File: src/rtl/irq_pending_encoder.sv
// Sticky pending/overflow capture for four request lines, with a masked
// priority pick (bit 3 highest) held on a valid/ack handshake until accepted.
module irq_pending_encoder #(
  parameter bit EDGE_MODE = 1'b1
) (
  input  logic       clk,
  input  logic       rst,
  input  logic [3:0] irq_in,
  input  logic [3:0] mask,
  input  logic       irq_ack,
  input  logic [3:0] ovf_clr,
  output logic       irq_valid,
  output logic [1:0] irq_id,
  output logic [3:0] pending,
  output logic [3:0] overflow
);

  typedef enum logic {
    IDLE,
    PRESENT
  } state_t;

  state_t     state, state_nxt;
  logic [3:0] irq_d;
  logic [3:0] ev;
  logic [3:0] clr;
  logic [3:0] eligible;
  logic [3:0] pending_nxt;
  logic [3:0] overflow_nxt;
  logic       irq_valid_nxt;
  logic [1:0] irq_id_nxt;

  function automatic logic [1:0] highest(input logic [3:0] v);
    logic [1:0] idx;
    idx = 2'd0;
    if (v[3])      idx = 2'd3;
    else if (v[2]) idx = 2'd2;
    else if (v[1]) idx = 2'd1;
    return idx;
  endfunction

  // A new event on a line is set-dominant over the ack clearing that same line.
  always_comb begin
    ev = EDGE_MODE ? (irq_in & ~irq_d) : irq_in;
    clr = 4'b0000;
    if (irq_valid && irq_ack) clr[irq_id] = 1'b1;
    pending_nxt  = ev | (pending & ~clr);
    overflow_nxt = overflow & ~ovf_clr;
    if (EDGE_MODE) overflow_nxt = overflow_nxt | (ev & pending & ~clr);
    eligible = pending & ~mask;
  end

  always_comb begin
    state_nxt     = state;
    irq_valid_nxt = irq_valid;
    irq_id_nxt    = irq_id;
    unique case (state)
      IDLE: begin
        irq_valid_nxt = 1'b0;
        if (eligible != 4'b0000) begin
          irq_id_nxt    = highest(eligible);
          irq_valid_nxt = 1'b1;
          state_nxt     = PRESENT;
        end
      end
      PRESENT: begin
        // The presented index stays frozen regardless of new events or mask edits.
        irq_valid_nxt = 1'b1;
        if (irq_ack) begin
          irq_valid_nxt = 1'b0;
          state_nxt     = IDLE;
        end
      end
      default: begin
        irq_valid_nxt = 1'b0;
        state_nxt     = IDLE;
      end
    endcase
  end

  always_ff @(posedge clk) begin
    if (rst) begin
      state     <= IDLE;
      irq_valid <= 1'b0;
      irq_id    <= 2'd0;
      pending   <= 4'b0000;
      overflow  <= 4'b0000;
      irq_d     <= 4'b0000;
    end else begin
      state     <= state_nxt;
      irq_valid <= irq_valid_nxt;
      irq_id    <= irq_id_nxt;
      pending   <= pending_nxt;
      overflow  <= overflow_nxt;
      irq_d     <= irq_in;
    end
  end

endmodule
File: config.mk
export PLATFORM = sky130hd
export DESIGN_NAME = irq_pending_encoder
export DESIGN_NICKNAME = d
export VERILOG_FILES = /design/src/rtl/irq_pending_encoder.sv
export SDC_FILE = /design/constraint.sdc
export NUM_CORES = 1
export LEC_CHECK = 0
export CAP_MARGIN = 10
export CORE_UTILIZATION = 42
export CTS_CLUSTER_DIAMETER = 50
export DETAILED_ROUTE_END_ITERATION = 6
export PLACE_DENSITY = 0.88
export SETUP_SLACK_MARGIN = 0.2
export SYNTH_ARGS = -nofsm -noshare
export SYNTH_HDL_FRONTEND = slang
export SYNTH_SLANG_ARGS = --single-unit
File: constraint.sdc
create_clock -name clk -period 2.5 [get_ports clk]
set_clock_uncertainty 0.15 [all_clocks]
set_input_delay 0.75 -clock clk [delete_from_list [all_inputs] [get_ports clk]]
set_output_delay 0.75 -clock clk [all_outputs]
set_load 0.05 [all_outputs]
* Word level (Yosys, flattened, before mapping)
Index checks and enable logic that the tools add are counted.
** Storage, ports and cells
- Flip-flop bits (word level) :: 15
- Bits of input ports :: 15
- Logic and storage cells :: 33
** Operators by class
- Magnitude comparators :: 2
- Muxes and demuxes :: 9
- Bitwise logic cells :: 13
- Reductions and logical operators :: 4
** Operators with widths (number)
- 4-bit bitwise AND :: 6
- 4-bit inverter :: 4
- 4-bit OR :: 2
- 1-bit two-way mux :: 4
- 2-bit two-way mux :: 2
- 4-bit two-way mux :: 1
- 4-bit nonzero test :: 1
- 2-bit by 3-bit less-than comparator with 1-bit output, second input constant :: 1
- 1-bit demux with 2-bit select :: 1
- 2-bit by 1-bit >= comparator with 1-bit output, second input constant :: 1
- 1-bit logical AND :: 2
- 1-bit case mux with 2 select lines :: 1
- 2-bit AND reduction :: 1
- 1-bit inverter :: 1

* Logic depth before layout (Yosys ltp)
Gate-level depths: netlist of run 1.
- Depth after elaboration :: 8
- Depth in mapped cells :: 4

* Least setup slack after synthesis of run 1
OpenSTA, ideal clock, no wires.
- Path type :: reg-to-output
- Start point :: reg state (netlist name)
- End point :: out irq_valid
- Arrival time :: 728 ps
- Required time :: 1600 ps
- Setup slack :: 872 ps
- Stages on the path, launching flop included :: 1
- Buffers on the path :: 0
- Path through :: dfxtp_1
** RTL lines
- end: declaration :: RTL line 12 : output logic irq_valid,

* Final worst setup path of run 1
- Start point :: reg irq_id[1]
- End point :: out irq_id[1]
** RTL lines
- start: declaration :: RTL line 13 : output logic [1:0] irq_id,
- start signal: assignment :: RTL line 92 : irq_id <= irq_id_nxt;
No word-level cell between the ends.

==> results of run 1 <==
==> registers in the layout (all words and copies together) (netlist names) <==
signal,count
overflow,4
pending,4
state,1
irq_id,2
irq_d,4
==> power groups by stage <==
| stage | clock [mW] | sequential (mW) | combinational (mW) |
|---|---|---|---|
| final | 0.134 | 0.273 | 0.139 |
| after global routing | 0.153 | 0.275 | 0.148 |
| after CTS | 0.138 | 0.273 | 0.140 |
| after detailed placement | 0 | 0.278 | 0.146 |
| after global placement | 0 | 0.278 | 0.144 |
| after floorplan | 0 | 0.323 | 0.0413 |
==> kinds of logic (layout without fill, tap and decap cells) <==
group           count (synthesis)  count (layout)  share of synthesized area
compound gates                 18              18                      0.228
buf+inv                         3              32                     0.0186
flops                          15              15                      0.497
simple gates                   23              23                      0.257
==> layer usage <==
metal	share of wire	routed length (um)	global-route usage	vias to the layer above
met5	0	0	0	-
met3	0.072	95	0.0778	2
met4	0.0076	10	0.0517	0
met1	0.37	494	0.199	252
li1	-	-	-	271
met2	0.55	724	0.355	20
==> worst min-delay path by stage <==
stage | startpoint | end | slack, ps | cells after the start
global route | irq_d[3] | pending[3] | 400 | 2
detailed placement | overflow[1] | overflow[1] | 360 | 2
CTS | overflow[1] | overflow[1] | 380 | 2
floorplan | irq_d[0] | pending[0] | 340 | 2
global placement | overflow[1] | overflow[1] | 340 | 2
finish | overflow[1] | overflow[1] | 360 | 2
==> stage by stage <==
stage	std cells	instance area (sq um)	worst slack, ps
detailed placement	99	875	392
global placement	99	875	401
finish	103	890	354
CTS	103	890	353
global route	103	890	301
floorplan	59	604	872
==> final cells by class <==
class / count / area (sq um)
Multi-Input combinational cell: 41 / 293
Clock inverter: 1 / 5.00
Fill cell: 129 / 428
Timing Repair Buffer: 26 / 243
Clock buffer: 3 / 22.5
Inverter: 2 / 7.51
Tap cell: 15 / 18.8
Sequential cell: 15 / 300
==> worst reg2reg max path: cells and delay by family (launching register included) <==
family / cells / cell delay [ps]
AO/OA/AOI/OAI: 2 / 430
AND/OR/NAND/NOR: 2 / 150
flip-flops: 1 / 500
==> layout by cell type, fill, tap and decap left out, drive strengths merged <==
master | synthesis | final
nor2b | 4 | 4
a2bb2oi | 1 | 1
nor2 | 4 | 4
a21oi | 6 | 6
nand3 | 1 | 1
a41oi | 1 | 1
a21o | 1 | 1
clkdlybuf4s50 | 0 | 14
o31ai | 5 | 5
dfxtp | 15 | 15
inv | 2 | 2
buf | 0 | 2
clkbuf | 1 | 3
a211oi | 1 | 1
o21ai | 2 | 2
nand2 | 1 | 1
nand4 | 1 | 1
or3b | 3 | 3
a311oi | 1 | 1
dlygate4sd2 | 0 | 10
nand2b | 9 | 9
clkinv | 0 | 1
==> impl_metrics.csv, run 1 <==
group,metric,value,unit
clock_network,cts_made_buffers,3,
finish,finish.utilization,0.675,
clock_network,holdBufCountCts,0,
setup_path,slowest_stage,"dlygate4sd2_1",
timing,holdWs,365,ps
timing,finalHoldViolations,0,
grt,grt_pass1_vias,505,
pwr,p_sw_frac,0.318,
timing,setup_viol,0,
logic_synthesis,ys_async_sr_fraction,0,
clock_network,clk_pin_slew,80,ps
setup_path,rrSetupSlack,1170,ps
drt,vias_per_cell,5.29,
logic_synthesis,syn_area_per_cell,10.2,sq um
clock_network,cts_resized,10,
setup_path,cp.depth,1,
setup_path,end_kind,"output port",
logic_synthesis,yosysTopAreaCell,"dfxtp_1",
logic_synthesis,yosys_warnings,0,
logic_synthesis,syn_area,604,sq um
finish,fin_nets,104,
setup_path,critPathArrivalTime,1250,ps
logic_synthesis,yosysMostFrequentCell,"dfxtp_1",
timing,max_freq,466,MHz
pwr,power.density,612,nW/um^2
clock_network,cts_setup_buffers,0,
drt,antenna_left,0,
drt,wl_per_cell,12.9,um
setup_path,cp_num_buf_inv,1,
clock_network,h-tree-depth,1,
grt,grtUsageTotal,0.193,
die,num_rows,13,
setup_path,reg2reg_from,"state",
pwr,p_leak,0.375,nW
logic_synthesis,synth.distinct_cells,20,
clock_network,cts.path.max_buffers,2,
timing,slew_headroom,0.668,
die,io_pins,26,
finish,drive_above_1_share,0.136,
pwr,switching_power,173,uW
timing,setup_tns,0,ps
setup_path,crit_chain,"dlygate4sd2_1",
logic_synthesis,synth_top_area_share,0.497,
setup_path,required,1600,ps
logic_synthesis,synth_edf_count,0,
pwr,internal-power,371,uW
grt,grt_pass1_wl,2010,um
grt,grt_max_degree,12,
clock_network,cts.sink_count,15,
pwr,comb_power_share,0.255,
logic_synthesis,ys.flop_type,"dfxtp_1",
drt,drt-pass1-iter-count,4,
finish,area_delta_synth_final,47.2,%
setup_path,crit_path_start_kind,"flop",
logic_synthesis,ys_seq_elements,15,
drt,routed_wirelength,1320,um
logic_synthesis,ys_seq_area_frac,0.497,
placed_design,io_buffers,25,
timing,min_period,2150,ps
drt,drt_iter0_markers,8,
job,max_cap_violations,0,
timing,slew_violations,0,
die,core_area,1320,sq um
status,status,"completed",
timing,grt_setup_unrepaired,"no",
drt,vias,545,
die,die-area,1590,sq um
pwr,clkPwrFrac,0.245,
hold_path,min_path_type,"reg -> reg",
setup_path,crit_family,"buffers and inverters",
clock_network,clkLatencyLatePin,280,ps
die,die_w,39.9,um
clock_network,root_buffer,"clkbuf_4",
drt,drc,0,
placed_design,dp_hpwl,984,um
pwr,total_power,545,uW
clock_network,cts_tree,"yes",
pwr,seqPwrFrac,0.500,
finish,diodes,0,
timing,worst_pin_slew,500,ps
logic_synthesis,synth_area_leaders,"dfxtp_1 50%, nand2b_1 7.2%, a21oi_1 5.0%",
grt,antenna_found_initial,0,
grt,gr-total-overflow,0,
die,start_util,0.459,
logic_synthesis,synth_cells,59,
timing,fin_crit_sh,0.858,
logic_synthesis,synth_nets,74,
placed_design,place.gp.congestion,0.687,
setup_path,max_stage_delay,550,ps
setup_path,cp_max_fo,5,
pwr,ir_drop,0.000362,V
setup_path,reg2reg_depth,4,
setup_path,worstSetupEndpoint,"irq_id[1]",
die,die_y,39.9,um
setup_path,worst-setup-path-type,"reg -> out",
setup_path,crit_start,"irq_id[1]",
setup_path,rr_endpoint,"overflow[1]",
logic_synthesis,yosys-top-cells-count,"15 x dfxtp_1, 7 x nand2b_1, 6 x a21oi_1",
No activity file was read; power rests on OpenSTA's default activity.
==> run 2, diff against run 1 <==
--- a/config.mk
+++ b/config.mk
@@ -10,7 +10,7 @@
 export CTS_CLUSTER_DIAMETER = 50
 export DETAILED_ROUTE_END_ITERATION = 6
 export PLACE_DENSITY = 0.88
-export SETUP_SLACK_MARGIN = 0.2
+export SETUP_SLACK_MARGIN = 0.02
 export SYNTH_ARGS = -nofsm -noshare
 export SYNTH_HDL_FRONTEND = slang
 export SYNTH_SLANG_ARGS = --single-unit
==> constraint.sdc (replaced) <==
create_clock -name clk -period 2.7 [get_ports clk]
set_clock_uncertainty 0.15 [all_clocks]
set_input_delay 0.81 -clock clk [delete_from_list [all_inputs] [get_ports clk]]
set_output_delay 0.81 -clock clk [all_outputs]
set_load 0.05 [all_outputs]
==> impl_metrics.csv, run 2 (synthesis gave the netlist of run 1 again) <==
group,metric,value,unit
status,status,"completed",
finish,mostFrequentLayoutCell,"clkdlybuf4s50_1",
drt,antenna_left,0,
grt,grt_max_degree,13,
finish,fill_cells,118,
hold_path,worstHoldPathCells,2,
setup_path,end_kind,"output port",
die,start_util,0.459,
job,max_cap_violations,0,
clock_network,cts_made_buffers,3,
pwr,power.density,569,nW/um^2
clock_network,h-tree-depth,1,
die,num_rows,13,
placed_design,placed_cell_area,877,sq um
finish,final_cells,103,
finish,regArea,300,sq um
setup_path,crit_chain,"clkdlybuf4s50_1",
placed_design,place.gp.congestion,0.661,
finish,drive_above_1_share,0.125,
timing,setup_viol,0,
finish,diodes,0,
finish,top_regs,"irq_d: 4 flops, overflow: 4 flops, pending: 4 flops",
setup_path,critPathArrivalTime,1620,ps
timing,setup_tns,0,ps
clock_network,cts.sink_count,15,
die,core_area,1320,sq um
clock_network,cts_tree,"yes",
die,io_pins,26,
drt,drt-pass1-iter-count,4,
placed_design,io_buffers,25,
die,die_w,39.9,um
clock_network,clk_pin_slew,90,ps
setup_path,reg2reg_depth,4,
pwr,ir_drop,0.000318,V
finish,final_cell_mix,"25 x clkdlybuf4s50_1, 15 x dfxtp_1, 7 x nand2b_1",
grt,grt_pass1_wl,1920,um
timing,slew_headroom,0.660,
setup_path,crit_family,"buffers and inverters",
finish,final_cell_area,905,sq um
clock_network,clkLatencyLatePin,280,ps
placed_design,dpl_worst_slack,428,ps
setup_path,worst-setup-path-type,"reg -> out",
grt,gr-total-overflow,0,
pwr,total_power,514,uW
die,die-area,1590,sq um
setup_path,cp_max_fo,8,
pwr,p_leak,0.337,nW
drt,wl_per_cell,12.1,um
timing,min_period,2580,ps
timing,fin_crit_sh,0.956,
clock_network,holdBufCountCts,0,
timing,worst_pin_slew,509,ps
setup_path,crit_path_start_kind,"flop",
finish,fin_nets,104,
finish,area_delta_synth_final,49.7,%
setup_path,cp_num_buf_inv,1,
timing,grt_setup_unrepaired,"no",
drt,routed_wirelength,1250,um
timing,finalHoldViolations,0,
clock_network,root_buffer,"clkbuf_4",
grt,antenna_found_initial,0,
grt,grtUsageTotal,0.185,
finish,multi_input_area,293,sq um
setup_path,slowest_stage,"clkdlybuf4s50_1",
clock_network,cts_setup_buffers,0,
hold_path,min_path_type,"reg -> reg",
die,die_y,39.9,um
setup_path,required,1740,ps
timing,fin_ws,118,ps
timing,max_freq,387,MHz
placed_design,place_inst,99,
drt,vias,527,
clock_network,cts_resized,0,
grt,grt_pass1_vias,491,
setup_path,cp.depth,1,
drt,drc,0,
drt,vias_per_cell,5.12,
placed_design,dp_hpwl,998,um
drt,drt_iter0_markers,9,
timing,slew_violations,0,
setup_path,max_stage_delay,860,ps
clock_network,cts.path.max_buffers,2,
==> run 2: changes by cell type in the layout (fill, tap and decap cells not counted), sizes merged <==
cell / change
dlygate4sd2: -10
buf: -1
clkdlybuf4s50: +11
==> run 2: cell type report <==
cell class / count / area share
sequential: 15 / 0.332
multi-input combinational: 41 / 0.324
timing repair buffer: 26 / 0.285
clock buffer: 3 / 0.0249
tap: 15 / 0.0207
inverter: 2 / 0.00830
clock inverter: 1 / 0.00553
==> run 2: worst min-delay path, stage by stage (launching register included) <==
cell	delay, ps
dfxtp_1	310
nand2b_1	120
a21oi_1	60
==> run 2: stage by stage <==
step	utilization	hold slack [ps]
after CTS	0.687	383
after global routing	0.687	406
final	0.687	381
after global placement	0.666	343
after floorplan	-	341
after detailed placement	0.666	373
==> run 2: report_power, final <==
group / internal, mW / switching (mW)
combinational: 0.0598 / 0.0747
clock: 0.0550 / 0.0723
sequential: 0.237 / 0.0155
==> run 2: final timing paths <==
kind	slack, ps	to	start
max reg2reg	1400	overflow[1]	state
min	380	pending[0]	irq_d[0]
max	120	irq_valid	state
min reg2reg	380	pending[0]	irq_d[0]
==> run 2: per-layer routing <==
| layer | track usage | up-vias | routed length [um] |
|---|---|---|---|
| li1 | - | 267 | - |
| met1 | 0.198 | 239 | 556 |
| met2 | 0.327 | 17 | 599 |
| met3 | 0.0444 | 4 | 67 |
| met4 | 0.103 | 0 | 22 |
| met5 | 0 | - | 0 |
==> run 3, diff against run 2 <==
--- a/config.mk
+++ b/config.mk
@@ -9,7 +9,7 @@
 export CORE_UTILIZATION = 42
 export CTS_CLUSTER_DIAMETER = 50
 export DETAILED_ROUTE_END_ITERATION = 6
-export PLACE_DENSITY = 0.88
+export PLACE_DENSITY_LB_ADDON = 0.25
 export SETUP_SLACK_MARGIN = 0.02
 export SYNTH_ARGS = -nofsm -noshare
 export SYNTH_HDL_FRONTEND = slang
==> constraint.sdc (replaced) <==
create_clock -name clk -period 3.2 [get_ports clk]
set_clock_uncertainty 0.15 [all_clocks]
set_input_delay 0.96 -clock clk [delete_from_list [all_inputs] [get_ports clk]]
set_output_delay 0.96 -clock clk [all_outputs]
set_load 0.05 [all_outputs]
==> impl_metrics.csv, run 3 (synthesis gave the netlist of run 1 again) <==
group,metric,value,unit
status,status,"completed",
clock_network,clk_pin_slew,90,ps
job,max_cap_violations,0,
clock_network,cts.sink_count,15,
clock_network,clkLatencyLatePin,280,ps
timing,setup_viol,0,
drt,drc,0,
clock_network,h-tree-depth,1,
die,die_w,39.9,um
drt,antenna_left,0,
pwr,power.density,486,nW/um^2
setup_path,crit_family,"buffers and inverters",
placed_design,io_buffers,25,
clock_network,root_buffer,"clkbuf_4",
setup_path,cp.depth,1,
placed_design,dp_hpwl,935,um
setup_path,crit_path_start_kind,"flop",
hold_path,hold_end,"pending[0]",
setup_path,worst-setup-path-type,"reg -> out",
clock_network,cts_made_buffers,3,
finish,diodes,0,
finish,finish.utilization,0.680,
die,die-area,1590,sq um
die,start_util,0.459,
setup_path,crit_chain,"clkdlybuf4s50_1",
setup_path,slowest_stage,"clkdlybuf4s50_1",
grt,grt_pass1_vias,426,
grt,gr-total-overflow,0,
finish,final_cell_mix,"25 x clkdlybuf4s50_1, 15 x dfxtp_1, 7 x nand2b_1",
drt,drt_iter0_markers,13,
finish,area_delta_synth_final,48.2,%
pwr,total_power,435,uW
finish,drive_above_1_share,0.103,
clock_network,cts_setup_buffers,0,
setup_path,reg2reg_from,"state",
finish,mostFrequentLayoutCell,"clkdlybuf4s50_1",
hold_path,min_path_type,"reg -> reg",
drt,wl_per_cell,11.6,um
die,num_rows,13,
grt,antenna_found_initial,0,
pwr,comb_power_share,0.258,
pwr,clkPwrFrac,0.252,
timing,max_freq,363,MHz
timing,setup_tns,0,ps
setup_path,reg2reg_depth,4,
timing,finalHoldViolations,0,
drt,vias,526,
pwr,switching_power,137,uW
finish,multi_input_area,293,sq um
timing,min_period,2760,ps
setup_path,rr_endpoint,"overflow[1]",
setup_path,max_stage_delay,860,ps
die,io_pins,26,
pwr,ir_drop,0.000305,V
timing,slew_violations,0,
clock_network,holdBufCountCts,0,
clock_network,cts_tree,"yes",
setup_path,critPathArrivalTime,1650,ps
clock_network,cts.path.max_buffers,2,
finish,regArea,300,sq um
finish,top_regs,"irq_d: 4 flops, overflow: 4 flops, pending: 4 flops",
finish,fill_cells,112,
setup_path,required,2090,ps
pwr,p_leak,0.329,nW
setup_path,rrSetupSlack,1870,ps
timing,grt_setup_unrepaired,"no",
drt,drt-pass1-iter-count,4,
setup_path,cp_max_fo,8,
placed_design,place.gp.congestion,0.770,
timing,slew_headroom,0.634,
hold_path,min_from,"irq_d[0]",
timing,fin_crit_sh,0.861,
finish,final_cell_area,896,sq um
setup_path,cp_num_buf_inv,1,
finish,fin_nets,103,
drt,routed_wirelength,1180,um
die,core_area,1320,sq um
grt,grtUsageTotal,0.167,
grt,grt_max_degree,19,
die,die_y,39.9,um
setup_path,end_kind,"output port",
grt,grt_pass1_wl,1730,um
placed_design,placed_cell_area,870,sq um
pwr,internal-power,298,uW
timing,worst_pin_slew,547,ps
drt,vias_per_cell,5.16,
clock_network,cts_resized,0,
hold_path,worstHoldPathCells,2,
pwr,p_sw_frac,0.315,
pwr,seqPwrFrac,0.490,
[run 3: area by class of cell]
| type | instances | area share |
|---|---|---|
| sequential | 15 | 0.335 |
| multi-input combinational | 41 | 0.327 |
| timing repair buffer | 25 | 0.279 |
| clock buffer | 4 | 0.0293 |
| tap | 15 | 0.0209 |
| inverter | 2 | 0.00838 |
[run 3: per-layer routing]
metal	track usage	vias up	routed length (um)	part of all wire
met5	0	-	0	0
met3	0.0500	3	35	0.030
met2	0.278	12	592	0.50
met1	0.195	240	532	0.45
li1	-	271	-	-
met4	0.0776	0	22	0.019
[run 3: how the worst max path moves through the flow]
stage	endpoint	from	slack (ps)
finish	irq_valid	state	440
global route	irq_valid	state	390
CTS	irq_valid	state	450
detailed placement	overflow[0]	rst	740
global placement	irq_valid	state	770
floorplan	irq_valid	state	1360
[run 3: metrics by stage]
stage / setup slack [ps] / instances / hold slack, ps
4_1_cts: 446 / 102 / 366
3_5_place_dp: 736 / 98 / 355
2_1_floorplan: 1360 / 59 / 341
6_report: 445 / 102 / 365
3_3_place_gp: 771 / 98 / 358
5_1_grt: 387 / 102 / 406
[run 3: power by group through the flow]
stage          clock network (mW)  registers, mW  logic, mW
6_report                    0.110          0.213      0.112
5_1_grt                     0.120          0.215      0.119
4_1_cts                     0.111          0.213      0.113
3_5_place_dp                    0          0.218      0.113
3_3_place_gp                    0          0.218      0.112
2_1_floorplan                   0          0.252     0.0323
